--- src/rtl/mdu_pkg.sv ---
// mdu_pkg: types and constants shared by the multiplier and divider datapaths.
// HI/LO slice indices locate {remainder, quotient} in the double-width result.
package mdu_pkg;
    typedef enum logic [1:0] {IDLE, CALC, FIX} mdu_state_t;
    localparam int MDU_DATA_WIDTH = 32;
    localparam int LO_LSB = 0;
    localparam int LO_MSB = MDU_DATA_WIDTH - 1;
    localparam int HI_LSB = MDU_DATA_WIDTH;
    localparam int HI_MSB = 2 * MDU_DATA_WIDTH - 1;
endpackage

--- src/rtl/divider_unit_div_step.sv ---
// div_step: one combinational restoring-division step on {P, Q}.
module div_step import mdu_pkg::*; #(
    parameter int DATA_WIDTH = MDU_DATA_WIDTH
) (
    input  logic [DATA_WIDTH:0]   i_p,
    input  logic [DATA_WIDTH-1:0] i_q,
    input  logic [DATA_WIDTH-1:0] i_d,
    output logic [DATA_WIDTH:0]   o_p,
    output logic [DATA_WIDTH-1:0] o_q
);
    logic [DATA_WIDTH+1:0] w_shift;
    logic [DATA_WIDTH+1:0] w_trial;
    assign w_shift = {i_p, i_q[DATA_WIDTH-1]};
    // The top bit of the widened difference is the borrow: set means the trial went negative.
    assign w_trial = w_shift - {2'b00, i_d};
    assign o_p = (DATA_WIDTH + 1)'(w_trial[DATA_WIDTH+1] ? w_shift : w_trial);
    assign o_q = {i_q[DATA_WIDTH-2:0], ~w_trial[DATA_WIDTH+1]};
endmodule

--- src/rtl/divider_unit.sv ---
// divider_unit: sequential restoring divider for DIV/DIVU, one quotient bit per clock,
// followed by a sign-fix cycle; result is {remainder, quotient}.
module divider_unit import mdu_pkg::*; #(
    parameter int DATA_WIDTH    = MDU_DATA_WIDTH,
    parameter int COUNTER_WIDTH = 6
) (
    input  logic                      RST,
    input  logic                      CLK,
    input  logic                      start,
    input  logic                      sign_en,
    input  logic [DATA_WIDTH-1:0]     Operand1,
    input  logic [DATA_WIDTH-1:0]     Operand2,
    output logic                      busy,
    output logic                      done,
    output logic                      div_by_zero,
    output logic [2*DATA_WIDTH-1:0]   result
);
    mdu_state_t                r_state, w_state_next;
    logic [DATA_WIDTH:0]       r_p, w_p_next;
    logic [DATA_WIDTH-1:0]     r_q, w_q_next;
    logic [DATA_WIDTH-1:0]     r_d;
    logic [DATA_WIDTH-1:0]     r_op1;
    logic [COUNTER_WIDTH-1:0]  r_count;
    logic                      r_quo_neg, r_rem_neg, r_dz;
    logic                      r_div_by_zero, r_done;
    logic [2*DATA_WIDTH-1:0]   r_result;
    logic [DATA_WIDTH-1:0]     w_abs1, w_abs2, w_rem, w_fix_rem, w_fix_quo;
    logic                      w_last;

    // Negating the most negative value wraps to itself, which is the correct unsigned magnitude.
    assign w_abs1    = (sign_en & Operand1[DATA_WIDTH-1]) ? -Operand1 : Operand1;
    assign w_abs2    = (sign_en & Operand2[DATA_WIDTH-1]) ? -Operand2 : Operand2;
    assign w_rem     = r_p[DATA_WIDTH-1:0];
    assign w_fix_rem = r_rem_neg ? -w_rem : w_rem;
    assign w_fix_quo = r_quo_neg ? -r_q : r_q;
    assign w_last    = r_count == COUNTER_WIDTH'(DATA_WIDTH - 1);

    div_step #(.DATA_WIDTH(DATA_WIDTH)) u_step (
        .i_p(r_p),
        .i_q(r_q),
        .i_d(r_d),
        .o_p(w_p_next),
        .o_q(w_q_next)
    );

    always_ff @(posedge CLK or negedge RST) begin
        if (!RST) r_state <= IDLE;
        else      r_state <= w_state_next;
    end

    always_comb begin
        w_state_next = (r_state == IDLE) ? (start ? CALC : IDLE) :
                       (r_state == CALC) ? (w_last ? FIX : CALC) : IDLE;
    end

    always_ff @(posedge CLK or negedge RST) begin
        if (!RST) begin
            r_p           <= '0;
            r_q           <= '0;
            r_d           <= '0;
            r_op1         <= '0;
            r_count       <= '0;
            r_quo_neg     <= 1'b0;
            r_rem_neg     <= 1'b0;
            r_dz          <= 1'b0;
            r_div_by_zero <= 1'b0;
            r_done        <= 1'b0;
            r_result      <= '0;
        end else begin
            r_done <= r_state == FIX;
            case (r_state)
                IDLE: if (start) begin
                    r_p           <= '0;
                    r_q           <= w_abs1;
                    r_d           <= w_abs2;
                    r_op1         <= Operand1;
                    r_count       <= '0;
                    r_quo_neg     <= sign_en & (Operand1[DATA_WIDTH-1] ^ Operand2[DATA_WIDTH-1]);
                    r_rem_neg     <= sign_en & Operand1[DATA_WIDTH-1];
                    r_dz          <= Operand2 == '0;
                    r_div_by_zero <= 1'b0;
                end
                CALC: begin
                    r_p     <= w_p_next;
                    r_q     <= w_q_next;
                    r_count <= r_count + 1'b1;
                end
                FIX: begin
                    r_result      <= r_dz ? {r_op1, {DATA_WIDTH{1'b1}}} : {w_fix_rem, w_fix_quo};
                    r_div_by_zero <= r_dz;
                end
                default: ;
            endcase
        end
    end

    always_comb begin
        busy        = r_state != IDLE;
        done        = r_done;
        div_by_zero = r_div_by_zero;
        result      = r_result;
    end
endmodule

--- config.mk ---
export PLATFORM = sky130hd
export DESIGN_NAME = divider_unit
export DESIGN_NICKNAME = d
export VERILOG_FILES = /design/src/rtl/mdu_pkg.sv /design/src/rtl/divider_unit_div_step.sv /design/src/rtl/divider_unit.sv
export SDC_FILE = /design/constraint.sdc
export NUM_CORES = 1
export LEC_CHECK = 0
export CORE_MARGIN = 2
export CORE_UTILIZATION = 54
export DETAILED_ROUTE_END_ITERATION = 7
export PLACE_DENSITY = 0.77
export SLEW_MARGIN = 10
export SYNTH_ARGS = -nofsm -noshare
export SYNTH_HDL_FRONTEND = slang
export SYNTH_SLANG_ARGS = --single-unit
export TNS_END_PERCENT = 20
--- constraint.sdc ---
create_clock -name CLK -period 4.05 [get_ports CLK]
set_input_delay 0.81 -clock CLK [delete_from_list [all_inputs] [get_ports CLK]]
set_output_delay 0.81 -clock CLK [all_outputs]
set_load 0.1 [all_outputs]
==> metrics.txt, run 1 <==
fmax 266 MHz; Async SR Flop Fraction 1.00; worst slew pin tran 1060 ps; initial antenna violation count 0; DR vias 11,037; relative slew slack 0.296; Data arrival, critical path 4110 ps; leading cell type in the layout, fill and taps excluded nand2_1; hpwl dp 22,600 um; first-pass GRT wire length 51,100 um; CTS tree yes; Inserted Clock Buffers 23; commonest non-fill, non-tap cells in the layout nand2_1, dfrtp_1, o21ai_0, a21oi_1, clkdlybuf4s50_1; setup TNS 0 ps; Core ar. 22,800 um2; fin util 0.659; status complete, no violations; startpoint types register; Root Buffer clkbuf_16; post-route cell area 15,000 um2; Synth Flop Type dfrtp_1; Port Buf Inserts 134; crit path max fanout 3; Top Usage Layer GRT met2; Total Power 10.9 mW; total track usage 0.253; Static Leak 6.46 nW; layout cells sized above 1 0.0487; post-route ant nets 0; Worst-path clk slew 60 ps; Multi-input gate area 6960 um2; DR iter-0 viols 901; GPL Wtd Cong 0.902; Die W 157 um; H-tree depth 1; CTS Hold Buffers Added 0; clock skew 12.4 ps; clk sink count 206; drt via density 5.70; share of the clock period used by the worst path 0.929; number of global-route vias before repair 10,329; drt first pass iters 7; setup bufs post-CTS 0; Synthesis Warnings 0; Worst-Skew Late Latency 520 ps; Critical Path RT 4400 ps; Final min period 3760 ps; Ports 135; mean post-synth cell area 8.36 um2; crit end category register; worst-case clock buffer depth 3; sequential cell area 5160 um2; Routed Wire Length 30,900 um; Hold Slack 405 ps; Max-Cap Viols 0; RSZ-0062 raised after global routing false; grt met1 use 0.349; Yosys cell types 57; critical path type register to register; worst hold-check path type input pin to async pin; die extent in y 157 um; largest net degree at the start of global routing 113; met3 usage 0.0307; Setup violations, final 0; DRC 0; GR Util met2 0.430; Power Density 729 nW/um2; Syn Std Cell Area 12,600 um2; Antenna Cells 0; Area Overhead vs Synth 19.1%; row count 55; post-DR wirelength/cell 16.0 um; DP Area 14,200 um2; Fin. Hold Viols 0; Filler Cell Count 1,988; Seq/Total Area, Yosys 0.409; cells after synthesis 1,507; die area 24,600 um2; Initial Util 0.553; global route overflow 0; number of flops mapped to enable cells by yosys 0; Nets 1,713; Max VDD drop 0.319 mV; fin. max-slew vios 0; Post-Syn Nets 1,613; FF+latch count, synth 206
-- timing repair --
action,in CTS,in global routing
endpoints found under the hold margin,0,0
resized for setup,0,1
endpoints found under the setup margin,0,1
-- per-layer routing --
| layer | up-vias | routed length (um) |
|---|---|---|
| li1 | 5472 | - |
| met1 | 5197 | 14000 |
| met2 | 323 | 14600 |
| met3 | 45 | 1760 |
| met4 | 0 | 572 |
| met5 | - | 0 |
-- where the power goes --
part	switching, mW	internal [mW]
Combinational	3.00	2.39
Sequential	0.755	2.67
Clock	0.828	1.30
Total	4.58	6.36
-- cells in the mapped netlist (14+ instances only) --
master    number  area share
a21oi_1      137       0.054
a22oi_1       26       0.015
a31oi_1       15      0.0074
and3_1        19      0.0094
clkbuf_1      76       0.023
dfrtp_1      206        0.41
ha_1          37       0.037
inv_1         49       0.015
mux2i_1       25       0.020
nand2_1      228       0.068
nand3_1       38       0.015
nor2_1       117       0.035
o21ai_0      172       0.068
o31ai_1       26       0.015
or3_1         20      0.0099
or4_1         14      0.0083
xnor2_1       67       0.047
xor2_1        82       0.057
-- cells by family (layout without fill, tap and decap cells) --
logic type,Yosys count,in the layout,synth area share
AOI/OAI and AO/OA,441,441,0.203
DFF,206,206,0.409
muxes,25,25,0.0199
xor gates and xnor gates,149,149,0.104
buffers and inverters,135,251,0.0404
adders and majority gates,38,38,0.0383
and+or+nand+nor,513,513,0.186
-- state kept, by name, summed over array words and instances (netlist names), 2 cells and up --
name     flops
result      64
r_p         33
r_d         32
r_op1       32
r_q         32
r_count      6
r_state      2
-- metrics by stage --
step / instances / worst slack, ps
after floorplan: 1507 / 592
after global placement: 1895 / 138
after detailed placement: 1895 / 126
after CTS: 1936 / 201
after global routing: 1936 / 0.276
final: 1936 / 289
-- worst paths after layout --
path | from | end | slack [ps] | cells past startpoint
worst min-delay path | RST | result[8] | 410 | 1
min in group CLK | result[37] | result[37] | 480 | 2
max in group asynchronous | RST | result[63] | 2690 | 2
worst min register to register | result[37] | result[37] | 480 | 2
worst max register to register | r_q[31] | r_p[32] | 290 | 14
worst max-delay path | r_q[31] | r_p[32] | 290 | 14
-- critical path: stages, from the launching register on --
cell and delay (ps):
dfrtp_1 370, inv_1 160, ha_1 210, inv_1 60, fa_1 400, a21oi_1 150, nor2b_1 80, a311o_1 370
a211oi_1 280, nand2_1 140, a31o_2 300, a311o_1 410, a2111oi_1 430, xnor2_1 160, o21ai_0 80
-- layout make-up --
cell class,instances,share of cell area
multi-input cells,1166,0.464
flip-flops and latches,206,0.343
repair buffers,160,0.103
clock buffers,36,0.0463
well taps,313,0.0261
inverters,50,0.0125
clock inverters,5,0.00525
No activity file was read; power rests on OpenSTA's default activity.
==> inputs of run 2 (changes only) <==
Settings changed: CORE_UTILIZATION 54 to 58, CTS_CLUSTER_DIAMETER set to 80, PLACE_DENSITY 0.77 to 0.82.
==> metrics.txt, run 2 (same netlist as run 1, synthesis figures left out) <==
Fin. Hold Viols 0 (unchanged); Static Leak 6.44 nW (was 6.46 nW); Antenna Cells 0 (unchanged); DP Area 14,200 um2 (about the same); Power Density 735 nW/um2 (was 729 nW/um2); CTS tree yes (unchanged); Worst-path clk slew 60 ps (about the same); Nets 1,707 (was 1,713); Core ar. 21,200 um2 (was 22,800 um2); initial antenna violation count 0 (unchanged); post-route ant nets 0 (unchanged); H-tree depth 1 (unchanged); CTS Hold Buffers Added 0 (unchanged); total track usage 0.273 (was 0.253); die extent in y 151 um (was 157 um); Total Power 11.0 mW (was 10.9 mW); worst hold-check path type input pin to async pin (unchanged); max reg flops 64 (unchanged); leading cell type in the layout, fill and taps excluded nand2_1 (unchanged); met1 wire length 13,500 um (was 14,000 um); commonest non-fill, non-tap cells in the layout nand2_1, dfrtp_1, o21ai_0, a21oi_1, clkdlybuf4s50_1 (unchanged); status complete, no violations (unchanged); Area Overhead vs Synth 18.6% (was 19.1%); Critical Path RT 4400 ps (about the same); post-route cell area 14,900 um2 (was 15,000 um2); clock skew 19.9 ps (was 12.4 ps); met3 WL 1940 um (was 1760 um); post-DR wirelength/cell 16.5 um (was 16.0 um); Max-Cap Viols 0 (unchanged); drt via density 5.92 (was 5.70); startpoint types register (unchanged); clk sink count 206 (unchanged); Post-CTS Resized 0 (unchanged); Data arrival, critical path 4140 ps (was 4110 ps); top layer in use met4 (unchanged); number of global-route vias before repair 10,549 (was 10,329); drt first pass iters 5 (was 7); row count 53 (was 55); DR iter-0 viols 702 (was 901); pre-CTS setup slack 89.7 ps (was 126 ps); layout cells sized above 1 0.0464 (was 0.0487); first-pass GRT wire length 50,600 um (was 51,100 um); WL met2 14,800 um (was 14,600 um); relative slew slack 0.326 (was 0.296); worst-case clock buffer depth 3 (unchanged); critical path type register to register (unchanged); Worst R2R Path Depth 14 (unchanged); setup TNS 0 ps (unchanged); Ports 135 (unchanged); DRC 0 (unchanged); Setup violations, final 0 (unchanged); hpwl dp 22,400 um (was 22,600 um); crit end category register (unchanged); fin. max-slew vios 0 (unchanged); Routed Wire Length 31,200 um (was 30,900 um); Port Buf Inserts 134 (unchanged); global route overflow 0 (unchanged); fmax 264 MHz (was 266 MHz); worst slew pin tran 1010 ps (was 1060 ps); DR vias 11,195 (was 11,037); crit path max fanout 5 (was 3); Root Buffer clkbuf_16 (unchanged); Hold Slack 332 ps (was 405 ps); Initial Util 0.596 (was 0.553); Final min period 3790 ps (was 3760 ps); largest net degree at the start of global routing 92 (was 113); Worst-Skew Late Latency 520 ps (about the same); GPL Wtd Cong 0.989 (was 0.902); die area 22,900 um2 (was 24,600 um2); setup bufs post-CTS 0 (unchanged); Die W 151 um (was 157 um); share of the clock period used by the worst path 0.936 (was 0.929); Inserted Clock Buffers 22 (was 23); Max VDD drop 0.378 mV (was 0.319 mV); fin worst setup slack 258 ps (was 289 ps)
==> run 2: power by group <==
part / switching [mW] / total [mW] / leakage [nW] / internal (mW)
Sequential: 0.760 / 3.43 / 2.54 / 2.67
Clock: 0.808 / 2.04 / 0.366 / 1.23
Combinational: 3.08 / 5.51 / 3.54 / 2.43
==> run 2: per-stage QoR <==
step,std cells,util
finish,1890,0.706
global placement,1852,0.671
CTS,1890,0.706
detailed placement,1852,0.671
floorplan,1507,-
global route,1890,0.706
==> run 2: path summary, 6_finish.rpt <==
path | start | to | slack (ps)
max in group asynchronous | RST | r_d[27] | 2700
worst min-delay path | RST | result[9] | 330
worst max-delay path | r_q[31] | r_p[32] | 260
min in group CLK | result[0] | result[0] | 470
worst min register to register | result[0] | result[0] | 470
worst max register to register | r_q[31] | r_p[32] | 260
==> run 2: area by class of cell <==
class | count | area (um2)
Multi-Input combinational cell | 1166 | 6970
Fill cell | 1657 | 6210
Sequential cell | 206 | 5160
Timing Repair Buffer | 155 | 1540
Clock buffer | 32 | 648
Tap cell | 275 | 344
Inverter | 50 | 188
Clock inverter | 6 | 91.3
==> run 2: layer usage <==
layer,vias to the layer above,GRT usage
li1,5466,-
met1,5316,0.362
met2,343,0.468
met3,70,0.0310
met4,0,0.0855
met5,-,0
==> run 2: worst max-delay path: stages (launching register included) <==
cell and delay, ps:
dfrtp_1 420, inv_1 160, ha_1 210, inv_1 60, fa_1 400, a21oi_1 140
nor2b_1 70, a311o_1 440, a211oi_2 230, nand2_1 120, a31o_2 300, a311o_1 430
a2111oi_2 390, xnor2_1 170, o21ai_0 90
